[src/rtl/nn_backprop_trainer_if.sv]
// Handshake and parameter bus between the training engine and its user.
// The forward network reads the weight/bias fields directly.
interface nn_backprop_trainer_if;
  logic       start;
  logic [1:0] target, y, x1, x2;
  logic [1:0] f1, f2, f3, f4, f5;
  logic [1:0] w1, w2, w11, w12, w13, w21, w22, w23, w01, w02, w03;
  logic [3:0] b1, b2, b3, b4, b5, b6;
  logic       busy, done;

  modport master (
    output start, target, y, x1, x2, f1, f2, f3, f4, f5,
    input  w1, w2, w11, w12, w13, w21, w22, w23, w01, w02, w03,
    input  b1, b2, b3, b4, b5, b6, busy, done
  );

  modport slave (
    input  start, target, y, x1, x2, f1, f2, f3, f4, f5,
    output w1, w2, w11, w12, w13, w21, w22, w23, w01, w02, w03,
    output b1, b2, b3, b4, b5, b6, busy, done
  );
endinterface

[src/rtl/nn_backprop_trainer.sv]
// Sequential backprop engine for the 2-3-1 network: owns the parameter file and
// applies one signed, saturating update per cycle, walking output layer to input layer.
module nn_backprop_trainer #(
  parameter int unsigned LR_SHIFT = 1
) (
  input logic                 clk,
  input logic                 rst_n,
  nn_backprop_trainer_if.slave bus
);

  typedef enum logic [1:0] {StIdle, StUpdate, StFinish, StDone} state_e;

  // Weight slots: 0 w1, 1 w2, 2..4 w11..w13, 5..7 w21..w23, 8..10 w01..w03
  // Activation slots: 0 x1, 1 x2, 2..6 f1..f5
  state_e            state_q, state_d;
  logic [4:0]        idx_q, idx_d;
  logic              busy_q, busy_d, done_q, done_d;
  logic signed [2:0] e_q, e_d;
  logic [1:0]        w_q [11];
  logic [1:0]        w_d [11];
  logic [1:0]        ws_q [11];
  logic [1:0]        ws_d [11];
  logic [3:0]        b_q [6];
  logic [3:0]        b_d [6];
  logic [1:0]        a_q [7];
  logic [1:0]        a_d [7];

  logic              is_w, is_b;
  logic [3:0]        wsel;
  logic [2:0]        bsel;
  logic signed [2:0] d, sgn;
  logic signed [2:0] dh [3];
  logic signed [2:0] di [2];
  logic [1:0]        a;
  logic signed [5:0] d_ext, a_ext, prod, shr, wsum, bsum;
  logic [1:0]        wnew;
  logic [3:0]        bnew;

  // Deltas come from the snapshot so earlier updates in this step never leak in.
  always_comb begin
    sgn = e_q[2] ? -3'sd1 : 3'sd1;
    for (int k = 0; k < 3; k++) begin
      dh[k] = (ws_q[8+k] == 2'd0) ? 3'sd0 : sgn;
    end
    di[0] = ((ws_q[2] | ws_q[3] | ws_q[4]) == 2'd0) ? 3'sd0 : sgn;
    di[1] = ((ws_q[5] | ws_q[6] | ws_q[7]) == 2'd0) ? 3'sd0 : sgn;
  end

  always_comb begin
    is_w = 1'b0;
    is_b = 1'b0;
    wsel = 4'd0;
    bsel = 3'd0;
    d    = 3'sd0;
    a    = 2'd0;
    case (idx_q)
      5'd0:  begin is_w = 1'b1; wsel = 4'd8;  d = e_q;   a = a_q[4]; end
      5'd1:  begin is_w = 1'b1; wsel = 4'd9;  d = e_q;   a = a_q[5]; end
      5'd2:  begin is_w = 1'b1; wsel = 4'd10; d = e_q;   a = a_q[6]; end
      5'd3:  begin is_b = 1'b1; bsel = 3'd5;  d = e_q;               end
      5'd4:  begin is_w = 1'b1; wsel = 4'd2;  d = dh[0]; a = a_q[2]; end
      5'd5:  begin is_w = 1'b1; wsel = 4'd5;  d = dh[0]; a = a_q[3]; end
      5'd6:  begin is_b = 1'b1; bsel = 3'd2;  d = dh[0];             end
      5'd7:  begin is_w = 1'b1; wsel = 4'd3;  d = dh[1]; a = a_q[2]; end
      5'd8:  begin is_w = 1'b1; wsel = 4'd6;  d = dh[1]; a = a_q[3]; end
      5'd9:  begin is_b = 1'b1; bsel = 3'd3;  d = dh[1];             end
      5'd10: begin is_w = 1'b1; wsel = 4'd4;  d = dh[2]; a = a_q[2]; end
      5'd11: begin is_w = 1'b1; wsel = 4'd7;  d = dh[2]; a = a_q[3]; end
      5'd12: begin is_b = 1'b1; bsel = 3'd4;  d = dh[2];             end
      5'd13: begin is_w = 1'b1; wsel = 4'd0;  d = di[0]; a = a_q[0]; end
      5'd14: begin is_b = 1'b1; bsel = 3'd0;  d = di[0];             end
      5'd15: begin is_w = 1'b1; wsel = 4'd1;  d = di[1]; a = a_q[1]; end
      5'd16: begin is_b = 1'b1; bsel = 3'd1;  d = di[1];             end
      default: ;
    endcase
  end

  always_comb begin
    d_ext = {{3{d[2]}}, d};
    a_ext = {4'b0000, a};
    prod  = d_ext * a_ext;
    shr   = prod >>> LR_SHIFT;
    wsum  = shr + $signed({4'b0000, w_q[wsel]});
    bsum  = $signed({2'b00, b_q[bsel]}) + d_ext;
    if (wsum < 6'sd0)      wnew = 2'd0;
    else if (wsum > 6'sd3) wnew = 2'd3;
    else                   wnew = wsum[1:0];
    if (bsum < 6'sd0)       bnew = 4'd0;
    else if (bsum > 6'sd15) bnew = 4'd15;
    else                    bnew = bsum[3:0];
  end

  always_comb begin
    state_d = state_q;
    idx_d   = idx_q;
    busy_d  = busy_q;
    done_d  = done_q;
    e_d     = e_q;
    ws_d    = ws_q;
    a_d     = a_q;
    w_d     = w_q;
    b_d     = b_q;
    unique case (state_q)
      StIdle: begin
        done_d = 1'b0;
        if (bus.start) begin
          e_d     = $signed({1'b0, bus.target}) - $signed({1'b0, bus.y});
          ws_d    = w_q;
          a_d     = '{bus.x1, bus.x2, bus.f1, bus.f2, bus.f3, bus.f4, bus.f5};
          busy_d  = 1'b1;
          idx_d   = 5'd0;
          state_d = StUpdate;
        end
      end
      StUpdate: begin
        // Zero error skips straight to FINISH without touching any parameter.
        if (e_q == 3'sd0) begin
          state_d = StFinish;
        end else begin
          if (is_w) w_d[wsel] = wnew;
          if (is_b) b_d[bsel] = bnew;
          if (idx_q == 5'd16) state_d = StFinish;
          else                idx_d   = idx_q + 5'd1;
        end
      end
      StFinish: begin
        busy_d  = 1'b0;
        done_d  = 1'b1;
        state_d = StDone;
      end
      StDone: begin
        done_d  = 1'b0;
        state_d = StIdle;
      end
    endcase
  end

  always_ff @(posedge clk or negedge rst_n) begin
    if (!rst_n) begin
      state_q <= StIdle;
      idx_q   <= 5'd0;
      busy_q  <= 1'b0;
      done_q  <= 1'b0;
      e_q     <= 3'sd0;
      ws_q    <= '{default: 2'd1};
      a_q     <= '{default: 2'd0};
      w_q     <= '{default: 2'd1};
      b_q     <= '{default: 4'd0};
    end else begin
      state_q <= state_d;
      idx_q   <= idx_d;
      busy_q  <= busy_d;
      done_q  <= done_d;
      e_q     <= e_d;
      ws_q    <= ws_d;
      a_q     <= a_d;
      w_q     <= w_d;
      b_q     <= b_d;
    end
  end

  assign bus.w1   = w_q[0];
  assign bus.w2   = w_q[1];
  assign bus.w11  = w_q[2];
  assign bus.w12  = w_q[3];
  assign bus.w13  = w_q[4];
  assign bus.w21  = w_q[5];
  assign bus.w22  = w_q[6];
  assign bus.w23  = w_q[7];
  assign bus.w01  = w_q[8];
  assign bus.w02  = w_q[9];
  assign bus.w03  = w_q[10];
  assign bus.b1   = b_q[0];
  assign bus.b2   = b_q[1];
  assign bus.b3   = b_q[2];
  assign bus.b4   = b_q[3];
  assign bus.b5   = b_q[4];
  assign bus.b6   = b_q[5];
  assign bus.busy = busy_q;
  assign bus.done = done_q;

endmodule
[src/flat_wrapper.sv]
// flat-port wrapper written by rule: the top's interface ports become plain ports
module nn_backprop_trainer_flat 
#(
  parameter int unsigned LR_SHIFT = 1
)
  (clk, rst_n, bus_start, bus_target, bus_y, bus_x1, bus_x2, bus_f1, bus_f2, bus_f3, bus_f4, bus_f5, bus_w1, bus_w2, bus_w11, bus_w12, bus_w13, bus_w21, bus_w22, bus_w23, bus_w01, bus_w02, bus_w03, bus_b1, bus_b2, bus_b3, bus_b4, bus_b5, bus_b6, bus_busy, bus_done);
  nn_backprop_trainer_if bus_i ();
  input logic clk;
  input logic rst_n;
  input wire logic [$bits(bus_i.start)-1:0] bus_start;
  input wire logic [$bits(bus_i.target)-1:0] bus_target;
  input wire logic [$bits(bus_i.y)-1:0] bus_y;
  input wire logic [$bits(bus_i.x1)-1:0] bus_x1;
  input wire logic [$bits(bus_i.x2)-1:0] bus_x2;
  input wire logic [$bits(bus_i.f1)-1:0] bus_f1;
  input wire logic [$bits(bus_i.f2)-1:0] bus_f2;
  input wire logic [$bits(bus_i.f3)-1:0] bus_f3;
  input wire logic [$bits(bus_i.f4)-1:0] bus_f4;
  input wire logic [$bits(bus_i.f5)-1:0] bus_f5;
  output wire logic [$bits(bus_i.w1)-1:0] bus_w1;
  output wire logic [$bits(bus_i.w2)-1:0] bus_w2;
  output wire logic [$bits(bus_i.w11)-1:0] bus_w11;
  output wire logic [$bits(bus_i.w12)-1:0] bus_w12;
  output wire logic [$bits(bus_i.w13)-1:0] bus_w13;
  output wire logic [$bits(bus_i.w21)-1:0] bus_w21;
  output wire logic [$bits(bus_i.w22)-1:0] bus_w22;
  output wire logic [$bits(bus_i.w23)-1:0] bus_w23;
  output wire logic [$bits(bus_i.w01)-1:0] bus_w01;
  output wire logic [$bits(bus_i.w02)-1:0] bus_w02;
  output wire logic [$bits(bus_i.w03)-1:0] bus_w03;
  output wire logic [$bits(bus_i.b1)-1:0] bus_b1;
  output wire logic [$bits(bus_i.b2)-1:0] bus_b2;
  output wire logic [$bits(bus_i.b3)-1:0] bus_b3;
  output wire logic [$bits(bus_i.b4)-1:0] bus_b4;
  output wire logic [$bits(bus_i.b5)-1:0] bus_b5;
  output wire logic [$bits(bus_i.b6)-1:0] bus_b6;
  output wire logic [$bits(bus_i.busy)-1:0] bus_busy;
  output wire logic [$bits(bus_i.done)-1:0] bus_done;
  assign bus_i.start = bus_start;
  assign bus_i.target = bus_target;
  assign bus_i.y = bus_y;
  assign bus_i.x1 = bus_x1;
  assign bus_i.x2 = bus_x2;
  assign bus_i.f1 = bus_f1;
  assign bus_i.f2 = bus_f2;
  assign bus_i.f3 = bus_f3;
  assign bus_i.f4 = bus_f4;
  assign bus_i.f5 = bus_f5;
  assign bus_w1 = bus_i.w1;
  assign bus_w2 = bus_i.w2;
  assign bus_w11 = bus_i.w11;
  assign bus_w12 = bus_i.w12;
  assign bus_w13 = bus_i.w13;
  assign bus_w21 = bus_i.w21;
  assign bus_w22 = bus_i.w22;
  assign bus_w23 = bus_i.w23;
  assign bus_w01 = bus_i.w01;
  assign bus_w02 = bus_i.w02;
  assign bus_w03 = bus_i.w03;
  assign bus_b1 = bus_i.b1;
  assign bus_b2 = bus_i.b2;
  assign bus_b3 = bus_i.b3;
  assign bus_b4 = bus_i.b4;
  assign bus_b5 = bus_i.b5;
  assign bus_b6 = bus_i.b6;
  assign bus_busy = bus_i.busy;
  assign bus_done = bus_i.done;
  nn_backprop_trainer #(.LR_SHIFT(LR_SHIFT)) u_core (.clk(clk), .rst_n(rst_n), .bus(bus_i));
endmodule
[config.mk]
export PLATFORM = sky130hd
export DESIGN_NAME = nn_backprop_trainer_flat
export DESIGN_NICKNAME = d
export VERILOG_FILES = /design/src/rtl/nn_backprop_trainer_if.sv /design/src/rtl/nn_backprop_trainer.sv /design/src/flat_wrapper.sv
export SDC_FILE = /design/constraint.sdc
export NUM_CORES = 1
export LEC_CHECK = 0
export CORE_MARGIN = 1.5
export CORE_UTILIZATION = 35
export CTS_CLUSTER_SIZE = 25
export DETAILED_ROUTE_END_ITERATION = 12
export PLACE_DENSITY = 0.52
export SETUP_SLACK_MARGIN = 0.02
export SLEW_MARGIN = 0
export SYNTH_ARGS = -nofsm -noshare
export SYNTH_HDL_FRONTEND = slang
export SYNTH_SLANG_ARGS = --single-unit
[constraint.sdc]
create_clock -name clk -period 4.5 [get_ports clk]
set_clock_uncertainty 0.15 [all_clocks]
set_input_delay 0.9 -clock clk [delete_from_list [all_inputs] [get_ports clk]]
set_output_delay 0.9 -clock clk [all_outputs]
set_load 0.005 [all_outputs]
==> out/summary.txt <==
status: finished, final reports clean
EDFF count, synth: 0
hold_buf cts: 0
total core area: 0.0151 sq mm
Seq/Total Area, Yosys: 42.3%
Power Total: 4.22 mW
remaining antenna violation count after routing: 0
reg2reg setup slack: 240 ps
crit path time final: 4260 ps
final worst-path cycle share: 94.8%
largest net degree at the start of global routing: 75
Leak Pwr: 2.92 nW
first-pass GRT wire length: 22.5 mm
1st-pass router iterations: 5
most frequent CP cell: ha_1
Die W: 127 um
Die Height: 127 um
final wirelength: 14.1 mm
fill count: 1403
Worst path max stage delay: 430 ps
Slowest cell on crit path: dfrtp_2
Final nets: 644
Final Hold Viols: 0
Crit Path Category: register to register
layout cells sized above 1: 28.8%
area grow syn2layout: 28.4%
# IOs: 69
top post-synthesis cells by area: dfrtp_1, mux2_2, dfstp_2
Critical Path RT: 4590 ps
asr flop ratio synth: 100%
Max Root-Sink Buffers: 2
Final Slew Violations: 0
Reg-to-Reg End: u_core.bus.w12[1]$_DFFE_PN0P_
Worst R2R Path Depth: 19
syn_nets: 553
Clk pin slew, worst setup/hold paths: 70 ps
Synth cell types: 70
commonest cells after routing, fill and taps aside: clkdlybuf4s50_1, dfrtp_1, mux2_2, nand2_1, buf_4
Setup crit start kind: register
setup tns final: 0 ps
Min-Delay Path Class: register to register
Slew @ Worst Pin: 948 ps
CTS buffer count: 9
dpl hpwl: 10.1 mm
mapped cell area: 0.00539 sq mm
Setup crit end: u_core.bus.w12[1]$_DFFE_PN0P_
top cell type's share of synthesized area: 32.5%
Final setup viols: 0
RSZ-0062 raised after global routing: no
origin of the worst setup path: u_core.idx_q[0]$_DFFE_PN0P_
Max VDD drop: 292 uV
vias in the first global route: 4244
# Max-Cap Violations: 0
worst r2r src: u_core.idx_q[0]$_DFFE_PN0P_
# diodes: 0
antenna violations before repair: 0
GRT Overall Usage: 18.0%
row count: 45
register bit total from synthesis: 90
Worst setup EP type: register
ordered list of cells on the worst path: inv_1 > ha_2 > nor3_2 > nor4_1 > buf_4 > a211oi_4 > nand2_1 > a22o_1 > and2_1 > ha_1 > ha_1 > fa_1 > xnor2_2 > nor2_1 > nor2_2 > a31oi_4 > buf_12 > a21oi_4 > mux2_2
port bufs: 68
CTS tree: built
design area: 0.00692 sq mm
routed len/inst: 17.9 um
routed vias: 4228
grt ovf: 0
fmax: 234 MHz
Vias/cell: 5.36
H-tree level count: 3
Syn Inst Count: 505
clock latency on the worst-skew pair: 360 ps
Main synth FF type: dfrtp_1
drc violations: 0
yosys warns: 0
commonest non-fill, non-tap cell in the layout: clkdlybuf4s50_1
DR iter-0 viols: 268
clk sinks: 90
crit path DAT: 4360 ps
Slew HR: 36.8%
Initial Util: 35.7%
Avg Cell Area, Syn: 10.7 sq um
cell area after placement: 0.00638 sq mm
root buf cell: clkbuf_16
full die area: 0.0161 sq mm
area leader, netlist: dfrtp_1
Pwr Density: 610 mW/mm^2
Placer Congestion: 0.799
crit path max fanout: 7
layer usage:
metal | vias to the layer above | track usage, % | wire length, um
met4 | 0 | 7.62 | 276
met1 | 2098 | 23.9 | 6510
met2 | 95 | 29.2 | 6750
met5 | - | 0 | 0
met3 | 18 | 3.02 | 576
li1 | 2017 | - | -
logic make-up after synthesis:
group | after synthesis | share of synthesized area (%)
flops | 90 | 42.3
mux | 80 | 17.3
buf+inv | 42 | 3.41
fa+ha+maj | 27 | 6.83
simple gates | 151 | 14.8
compound gates | 111 | 14.7
xor+xnor | 4 | 0.650
worst min-delay path by stage:
stage / start / to / slack, ps / cells past startpoint
6_report: u_core.ws_q[5]$_DFFE_PN0P_ / u_core.ws_q[5]$_DFFE_PN0P_ / 360 / 1
5_1_grt: u_core.a_q[12]$_DFFE_PN0P_ / u_core.a_q[12]$_DFFE_PN0P_ / 370 / 1
4_1_cts: u_core.ws_q[5]$_DFFE_PN0P_ / u_core.ws_q[5]$_DFFE_PN0P_ / 360 / 1
3_5_place_dp: u_core.ws_q[5]$_DFFE_PN0P_ / u_core.ws_q[5]$_DFFE_PN0P_ / 340 / 1
3_3_place_gp: u_core.ws_q[3]$_DFFE_PN0P_ / u_core.ws_q[3]$_DFFE_PN0P_ / 340 / 1
2_1_floorplan: u_core.a_q[12]$_DFFE_PN0P_ / u_core.a_q[12]$_DFFE_PN0P_ / 320 / 1
stage by stage:
| step | setup WS (ps) | hold slack (ps) | std cells | utilization [%] |
|---|---|---|---|---|
| after floorplan | 359 | 322 | 505 | - |
| after global placement | -160 | 339 | 764 | 42.3 |
| after detailed placement | -257 | 343 | 764 | 42.3 |
| after CTS | 55.4 | 360 | 780 | 44.6 |
| after global routing | 2.43 | 368 | 789 | 45.9 |
| final | 235 | 358 | 789 | 45.9 |
cell type report:
cell class	instances	area, sq um	area share (%)
Timing Repair Buffer	100	931	13.5
Tap cell	188	235	3.40
Clock inverter	6	72.6	1.05
Clock buffer	10	239	3.45
Sequential cell	90	2280	33.0
Multi-Input combinational cell	375	3080	44.6
Inverter	20	75.1	1.08
registers in the layout (all words and copies together) (netlist names), 3 cells and up:
name           count
u_core.ws_q       18
u_core.idx_q       5
u_core.bus.b1      4
u_core.bus.b4      4
u_core.a_q        14
u_core.bus.b3      4
u_core.bus.b2      4
u_core.bus.b6      4
u_core.e_q         3
u_core.bus.b5      4
synthesized netlist by cell type, types with 9 or more instances:
cell / instances
a21oi_1: 16
buf_2: 12
dfrtp_1: 70
dfstp_2: 20
ha_1: 23
inv_1: 20
mux2_2: 65
mux2i_1: 10
nand2_1: 45
nand2b_1: 15
nand3_1: 11
nor2_1: 31
o21ai_0: 20
o31ai_1: 9
worst max-delay path, delay by kind of cell (launching register included):
kind / cells / cell delay [ps]
adder cells (fa/ha/maj): 4 / 1170
AO/OA/AOI/OAI: 4 / 780
AND/OR/NAND/NOR: 6 / 750
flip-flops: 1 / 430
buffers and inverters: 3 / 400
multiplexers: 1 / 280
XOR/XNOR: 1 / 190
repair_timing:
item / CTS / global route
resized for setup: 8 / 19
pin swaps: 1 / 6
cloned: 0 / 2
endpoints found under the setup margin: 28 / 41
setup buffers: 0 / 7
power by group:
group / switching, mW / total [mW] / leakage (nW) / internal [mW]
Sequential: 0.142 / 1.13 / 1.13 / 0.993
Clock: 0.342 / 0.794 / 0.150 / 0.452
Combinational: 1.30 / 2.29 / 1.64 / 0.991
Total: 1.78 / 4.22 / 2.92 / 2.44
(Power assumes the default switching activity.)
